File: config.mk
export PLATFORM = sky130hd
export DESIGN_NAME = sap_out_display
export DESIGN_NICKNAME = d
export VERILOG_FILES = /design/src/rtl/sap_out_display.sv
export SDC_FILE = /design/constraint.sdc
export NUM_CORES = 1
export LEC_CHECK = 0
export ABC_CLOCK_PERIOD_IN_PS = 5660
export CAP_MARGIN = 10
export CORE_UTILIZATION = 61
export DETAILED_ROUTE_END_ITERATION = 10
export GPL_TIMING_DRIVEN = 0
export PLACE_DENSITY = 0.85
export SYNTH_ARGS = -nofsm -noshare
export SYNTH_HDL_FRONTEND = slang
export SYNTH_SLANG_ARGS = --single-unit
export TNS_END_PERCENT = 1
File: constraint.sdc
create_clock -name clk -period 5.66 [get_ports clk]
set_input_delay 1.415 -clock clk [delete_from_list [all_inputs] [get_ports clk]]
set_output_delay 1.415 -clock clk [all_outputs]
set_load 0.01 [all_outputs]
File: src/rtl/sap_out_display.sv
// sap_out_display: converts each OUT-register byte to 3-digit BCD by double-dabble
// and scans it onto three multiplexed 7-segment digits with leading-zero blanking.
module sap_out_display #(
  parameter int REFRESH_DIV    = 1024,
  parameter bit SEG_ACTIVE_LOW = 1'b1
) (
  input  logic        clk,
  input  logic        rst,
  input  logic [7:0]  out_val,
  input  logic        out_valid,
  output logic        busy,
  output logic        done,
  output logic [11:0] bcd,
  output logic [6:0]  seg,
  output logic [2:0]  an
);
  typedef enum logic [1:0] {IDLE, SHIFT, DONE} state_t;
  localparam logic [15:0] RC_MAX  = 16'(REFRESH_DIV - 1);
  localparam logic [6:0]  SEG_OFF = SEG_ACTIVE_LOW ? 7'h7F : 7'h00;
  localparam logic [6:0]  SEG_INV = {7{SEG_ACTIVE_LOW}};
  state_t      state_q, state_d;
  logic        busy_q, busy_d, done_q, done_d, pend_q, pend_d;
  logic [11:0] bcd_q, bcd_d, scr_q, scr_d, adj;
  logic [7:0]  val_q, val_d, pval_q, pval_d;
  logic [2:0]  cnt_q, cnt_d, an_q, an_d, an_sel;
  logic [19:0] shifted;
  logic [15:0] rc_q, rc_d;
  logic [1:0]  dig_q, dig_d, dig_n;
  logic [6:0]  seg_q, seg_d;
  logic [3:0]  nib;
  logic        wrap, blank;
  function automatic logic [3:0] add3(input logic [3:0] n);
    return n >= 4'd5 ? n + 4'd3 : n;
  endfunction
  function automatic logic [6:0] enc(input logic [3:0] n);
    case (n)
      4'd0: enc = 7'h3F;
      4'd1: enc = 7'h06;
      4'd2: enc = 7'h5B;
      4'd3: enc = 7'h4F;
      4'd4: enc = 7'h66;
      4'd5: enc = 7'h6D;
      4'd6: enc = 7'h7D;
      4'd7: enc = 7'h07;
      4'd8: enc = 7'h7F;
      4'd9: enc = 7'h6F;
      default: enc = 7'h00;
    endcase
  endfunction
  always_comb begin
    state_d = state_q;
    busy_d  = busy_q;
    done_d  = 1'b0;
    bcd_d   = bcd_q;
    val_d   = val_q;
    scr_d   = scr_q;
    cnt_d   = cnt_q;
    pend_d  = pend_q;
    pval_d  = pval_q;
    adj     = {add3(scr_q[11:8]), add3(scr_q[7:4]), add3(scr_q[3:0])};
    shifted = {adj, val_q} << 1;
    // strobes arriving mid-conversion park here; newest wins
    if (state_q != IDLE && out_valid) begin
      pend_d = 1'b1;
      pval_d = out_val;
    end
    case (state_q)
      IDLE: if (out_valid || pend_q) begin
        val_d   = out_valid ? out_val : pval_q;
        pend_d  = 1'b0;
        scr_d   = '0;
        cnt_d   = '0;
        busy_d  = 1'b1;
        state_d = SHIFT;
      end
      SHIFT: begin
        {scr_d, val_d} = shifted;
        cnt_d   = cnt_q + 3'd1;
        state_d = cnt_q == 3'd7 ? DONE : SHIFT;
      end
      DONE: begin
        bcd_d   = scr_q;
        done_d  = 1'b1;
        busy_d  = 1'b0;
        state_d = IDLE;
      end
      default: state_d = IDLE;
    endcase
  end
  always_comb begin
    wrap   = rc_q == RC_MAX;
    rc_d   = wrap ? '0 : rc_q + 16'd1;
    dig_n  = dig_q == 2'd2 ? 2'd0 : dig_q + 2'd1;
    dig_d  = wrap ? dig_n : dig_q;
    nib    = dig_n == 2'd0 ? bcd_q[3:0] : dig_n == 2'd1 ? bcd_q[7:4] : bcd_q[11:8];
    blank  = (dig_n == 2'd2 && bcd_q[11:8] == 4'd0) || (dig_n == 2'd1 && bcd_q[11:4] == 8'd0);
    an_sel = 3'b001 << dig_n;
    an_d   = wrap ? (SEG_ACTIVE_LOW ? ~an_sel : an_sel) : an_q;
    seg_d  = wrap ? (blank ? SEG_OFF : enc(nib) ^ SEG_INV) : seg_q;
  end
  always_ff @(posedge clk) begin
    if (rst) begin
      state_q <= IDLE;
      busy_q  <= 1'b0;
      done_q  <= 1'b0;
      bcd_q   <= '0;
      val_q   <= '0;
      scr_q   <= '0;
      cnt_q   <= '0;
      pend_q  <= 1'b0;
      pval_q  <= '0;
      rc_q    <= '0;
      dig_q   <= '0;
      an_q    <= SEG_ACTIVE_LOW ? 3'b110 : 3'b001;
      seg_q   <= SEG_ACTIVE_LOW ? 7'h40 : 7'h3F;
    end else begin
      state_q <= state_d;
      busy_q  <= busy_d;
      done_q  <= done_d;
      bcd_q   <= bcd_d;
      val_q   <= val_d;
      scr_q   <= scr_d;
      cnt_q   <= cnt_d;
      pend_q  <= pend_d;
      pval_q  <= pval_d;
      rc_q    <= rc_d;
      dig_q   <= dig_d;
      an_q    <= an_d;
      seg_q   <= seg_d;
    end
  end
  assign busy = busy_q;
  assign done = done_q;
  assign bcd  = bcd_q;
  assign seg  = seg_q;
  assign an   = an_q;
endmodule
# After elaboration in Yosys (flattened, before gate mapping)
# Memories as Yosys holds them, arrays and structs flattened.
# Cells that the tools add are included.
op_classes:
  n_reduce_logical: 15
  mux: 23
  shifts: 1
  add_sub_neg: 6
  order_cmp: 3
  eq_ne: 8
  bitwise: 2
ops:
  columns: ["cell", "n"]
  rows:
  - ["case mux 12 bit (2 select lines)", 1]
  - ["adder 16 x 1 -> 16 bit (second input constant)", 1]
  - ["== test 16 x 10 -> 1 bit (second input constant)", 1]
  - ["2-to-1 mux 4 bit", 4]
  - ["2-to-1 mux 8 bit", 2]
  - ["case mux 8 bit (2 select lines)", 1]
  - ["greater-or-equal comparator 4 x 3 -> 1 bit (second input constant)", 3]
  - ["2-to-1 mux 12 bit", 1]
  - ["adder 4 x 2 -> 4 bit (second input constant)", 2]
  - ["zero test 8 bit", 1]
  - ["2-to-1 mux 7 bit", 1]
  - ["inverter 7 bit", 1]
  - ["== test 2 bit (second input constant)", 3]
  - ["2-to-1 mux 2 bit", 3]
  - ["2-to-1 mux 3 bit", 2]
  - ["case mux 3 bit (2 select lines)", 1]
  - ["nonzero test 2 bit", 3]
  - ["2-to-1 mux 1 bit", 5]
  - ["== test 2 x 1 -> 1 bit (second input constant)", 2]
  - ["zero test 2 bit", 2]
  - ["zero test 4 bit", 1]
  - ["case mux 2 bit (2 select lines)", 1]
  - ["AND reduction 2 bit", 2]
  - ["adder 3 x 1 -> 3 bit (second input constant)", 1]
  - ["other kinds (10)", 13]
totals:
  elab_cells: 72
  reg_bits: 76
  output_inout_bits: 24
  memories: 1
  in_bits: 11
  rom_bits: 112
memory_table:
  columns: ["memory", "words", "word_bits", "rd", "rd_ports_with_merged_regs", "wr", "line", "rtl"]
  rows:
  - ["(name not given)", 16, 7, 1, 0, 0, "36", "case (n)"]

# Logic depth before layout (Yosys ltp)
# An unclocked memory read counts as a cell.
logic_depth:
  word_depth: 8
  mapped_depth: 9
  depth_no_buf: 8

# Worst setup path before layout
# Ideal clock, no wire load.
synth_timing:
  kind: "in2reg"
  startpoint: "input out_valid"
  endpoint: "register val_q[5]"
  t_required_ps: 5532
  path_stages: 6
  setup_slack_ps: 3147
  arrival_ps: 2385
  path_buffers: 2
  setup_time_ps: 128
  path_cell_list: "nor3_1 or2_2 clkbuf_1 buf_2 a222oi_1 nor2_1"
synth_via:
  elab_chain_cells: 3
  word_cells_on_any_way: 6
  cone_classes: "eq/ne (1); mux (3); reduce/logical (2)"
synth_rtl:
  columns: ["element", "line", "rtl"]
  rows:
  - ["start, declared", "10", "input logic out_valid,"]
  - ["2-to-1 mux 8 bit / logical OR 1 bit (equally long branches)", "69, 68", null]
  - ["2-to-1 mux 8 bit / != test 2 bit (equally long branches)", null, null]
  - ["case mux 8 bit (2 select lines) / AND reduction 2 bit (equally long branches)", null, null]
  - ["end signal, assigned", "121", "val_q <= val_d;"]
  - ["end, declared", "24", "logic [7:0] val_q, val_d, pval_q, pval_d;"]
# Parallel ways exist; a longest one is shown, timed or not. The select of a mux whose other input is x is not followed.
# A chain may end at the register's enable or synchronous reset.

# Worst setup path in the final report
layout_timing:
  startpoint: "input out_valid"
  endpoint: "register val_q[3]"
# The elaborated chain is that of the path after synthesis.

==> parameters.txt <==
Parameter                              Value

Detailed routing
  Post-route DRC    0
  Number of iterations in the first detailed-routing pass    4
  Post-detailed-routing wire length    7210 µm
  Via/cell ratio    approximately 5.6
  Routed WL per cell    between 10 and 15 µm
  Total vias in the final route    2857
  1st-iter DRT viols    approximately 140
  Antenna Violating Nets Remaining    0

Placement
  Post-Place Cells    493
  Placer Congestion    0.813
  Cell area after placement    between 0.003 and 0.004 mm²
  HPWL after detailed placement    5290 µm
  Count of input and output buffers    33

Floorplan
  Vertical extent of the die    about 78 µm
  Core Footprint    roughly 0.0055 mm²
  Area enclosed by the die boundary    0.00604 mm²
  Die boundary width    ~78 µm
  I/O Pins    35
  Placement row count    27
  Initial standard-cell utilization of the core    0.635

Pwr
  Static leakage power    around 1.5 nW
  PwrDens    around 250 mW/mm²
  Peak supply drop    between 0.15 and 0.2 mV

Synthesis
  EDFF count, synth    0
  Post-synthesis net count    413
  Main synth FF type    dfxtp_1
  Per-instance average area after synthesis    between 9 and 10 µm²
  Post-Syn Instances    388
  Flops & latches, synth    76
  Count of unique library cells instantiated by Yosys    between 40 and 50
  Warnings, synthesis    0
  Share of the yosys chip area belonging to registers    0.435
  Proportion of register bits with asynchronous set or reset after synthesis    0
  Synthesized cell area    0.00350 mm²

Worst setup path
  CP Cell Sequence    clkdlybuf4s50_1, buf_2, nor2_1, nor3_1, a222oi_1, nor2_1
  Delay of the slowest cell on the worst path    between 600 and 700 ps
  Sort of element at the end of the critical path    register
  Worst flop-to-flop path startpoint    dig_q[0]
  Worst reg-to-reg path cell count    9
  Worst path required time    a little under 6000 ps
  Terminus of the critical flop-to-flop path    seg[5]
  Count of buffer and inverter cells on the critical path    2
  Critical Path Slowest Stage Cell    nor3_1
  Reg2reg setup slack    about 3500 ps
  Kind of cell adding the most delay to the critical path    simple AND/OR/NAND/NOR gates
  Most repeated library cell on the critical path    nor2_1
  CP startpoint kind    input port
  Data arrival at the endpoint of the critical path    3330 ps
  Classification of the worst setup path    in -> reg
  CP max FO    10

Clocking
  Max Buffers Root-to-Sink    2
  Count of cells resized by post-cts repair    0
  Clock root buffer master    clkbuf_8
  TritonCTS clock tree    yes
  Buffer count from post-CTS setup fixing    0
  Register clock-pin slew on the reported worst setup and hold paths    about 70 ps
  Num Clock Sinks    76
  Hold-fix buffer count after cts    0
  H-tree lvl count    3
  Clock latency reported for the late side of the worst-skew pair    between 300 and 400 ps
  Total clock buffers created by CTS    9

Global routing
  Pin count of the biggest net entering global routing    13
  First-pass GRT wire length    12400 µm
  Initial antenna violation count    0
  Leftover overflow at the end of global routing    0
  Total routing usage reported by global routing    0.262
  Via count of the first global-routing pass    ~2800

Min path
  Hold endpoint    seg[5]
  Min-delay src    seg[5]
  Number of stages on the worst hold path    2
  Worst min-delay path class    reg -> reg

Timing
  Achievable frequency    roughly 0.33 GHz
  Headroom to the max-slew limit    0.408
  Measured slew at the worst slew-check pin    880 ps
  Final setup vio count    0
  Final period util    0.541
  Setup Total Neg Slack    0 ps
  Unrepaired setup endpoints after global routing    no
  Skew final    8.45 ps
  Hold Violations, Final    0
  Pins Over Slew Limit    0
  Minimum period implied by the final worst setup slack    3060 ps

Final layout
  Most common library cell in the layout ignoring fill and taps    dfxtp_1
  Share of post-route cells with drive strength above 1    0.108
  Finished Layout Cells    slightly above 500
  Ant. Diodes    0
  Synth-to-layout area growth    17.5%
  Cell area after layout    between 0.004 and 0.005 mm²
  Commonest cells after routing, fill and taps aside    dfxtp_1 (76), nor2_1 (61), nand2_1 (40), clkdlybuf4s50_1 (33), a21oi_1 (25)
  Number of nets at the end of the flow    around 460

Run status
  Result of the run    complete, no violations

Run
  Number of max-capacitance violations reported    0
-- worst max-delay path by stage --
stage                         start  slack [ps]  depth (start not counted)       end
after floorplan           out_valid        3150                          6  val_q[5]
after global placement    out_valid        2360                          6  val_q[5]
after detailed placement  out_valid        2300                          6  val_q[3]
after CTS                 out_valid        2650                          6  val_q[3]
after global routing      out_valid        2480                          6  val_q[3]
final                     out_valid        2600                          6  val_q[3]
-- power by group --
| part | switching, mW | internal [mW] | total (mW) |
|---|---|---|---|
| Clock | 0.194 | 0.213 | 0.406 |
| Combinational | 0.0369 | 0.0276 | 0.0646 |
| Sequential | 0.00654 | 0.544 | 0.551 |
-- metrics by stage --
step           worst slack (ps)  hold slack [ps]  total power, mW   util
4_1_cts                    2650              461             1.03  0.746
3_3_place_gp               2360              443            0.624  0.711
2_1_floorplan              3150              441            0.604      -
3_5_place_dp               2300              448            0.627  0.711
5_1_grt                    2480              478             1.05  0.746
6_report                   2600              455             1.02  0.746
-- logic make-up (layout without fill, tap and decap cells) --
kind of cell / Yosys count / count (layout) / synth area share
and+or+nand+nor: 155 / 155 / 0.203
DFF: 76 / 76 / 0.435
AOI/OAI and AO/OA: 65 / 65 / 0.125
buffers and inverters: 32 / 80 / 0.0522
muxes: 27 / 27 / 0.0869
xor gates and xnor gates: 19 / 19 / 0.0476
adders and majority gates: 14 / 14 / 0.0501
-- flip-flops by register name, indices dropped and copies added, names as in the netlist --
name     flops
an           3
bcd         12
busy         1
cnt_q        3
dig_q        2
done         1
pend_q       1
pval_q       8
rc_q        16
scr_q       12
seg          7
state_q      2
val_q        8
-- cell usage after synthesis, types with 2 or more instances --
library cell	count	area, µm²
dfxtp_1	76	1520
nor2_1	61	229
nand2_1	40	150
a21oi_1	25	125
mux2i_1	15	150
ha_1	14	175
nand3_1	13	65.1
nor3_1	12	60.1
xnor2_1	11	96.3
clkbuf_1	10	37.5
inv_1	10	37.5
mux2_2	9	101
nand2b_1	9	56.3
xor2_1	8	70.1
a222oi_1	7	70.1
a22oi_1	7	52.6
o21ai_0	7	35.0
buf_2	5	25.0
a21o_1	4	30.0
buf_6	3	33.8
clkbuf_8	3	41.3
nand4_1	3	18.8
o211ai_1	3	22.5
a211oi_1	2	15.0
a311oi_1	2	17.5
a32oi_1	2	17.5
and3_1	2	12.5
mux2_4	2	30.0
nor2b_1	2	12.5
nor4_1	2	12.5
-- tightest hold or removal path: stages (launching register included) --
cell and delay (ps):
dfxtp_1 310, nand2_1 50, a21oi_1 50
-- final cells by class --
class                   instances  area [µm²]
clock inverters                 4        50.0
multi-input cells             280        1790
repair buffers                 33         330
well taps                      72        90.1
fillers                       406        1400
inverters                      10        37.5
plain buffers                  22         145
clock buffers                  11         141
flip-flops and latches         76        1520
-- per-layer routing --
| metal | part of all wire | GRT usage | wire length (µm) | vias up |
|---|---|---|---|---|
| li1 | - | - | - | 1423 |
| met1 | 0.43 | 0.303 | 3110 | 1337 |
| met2 | 0.50 | 0.455 | 3600 | 78 |
| met3 | 0.045 | 0.0447 | 326 | 19 |
| met4 | 0.024 | 0.151 | 175 | 0 |
| met5 | 0 | 0 | 0 | - |
Power figures use the tool's default switching activity.
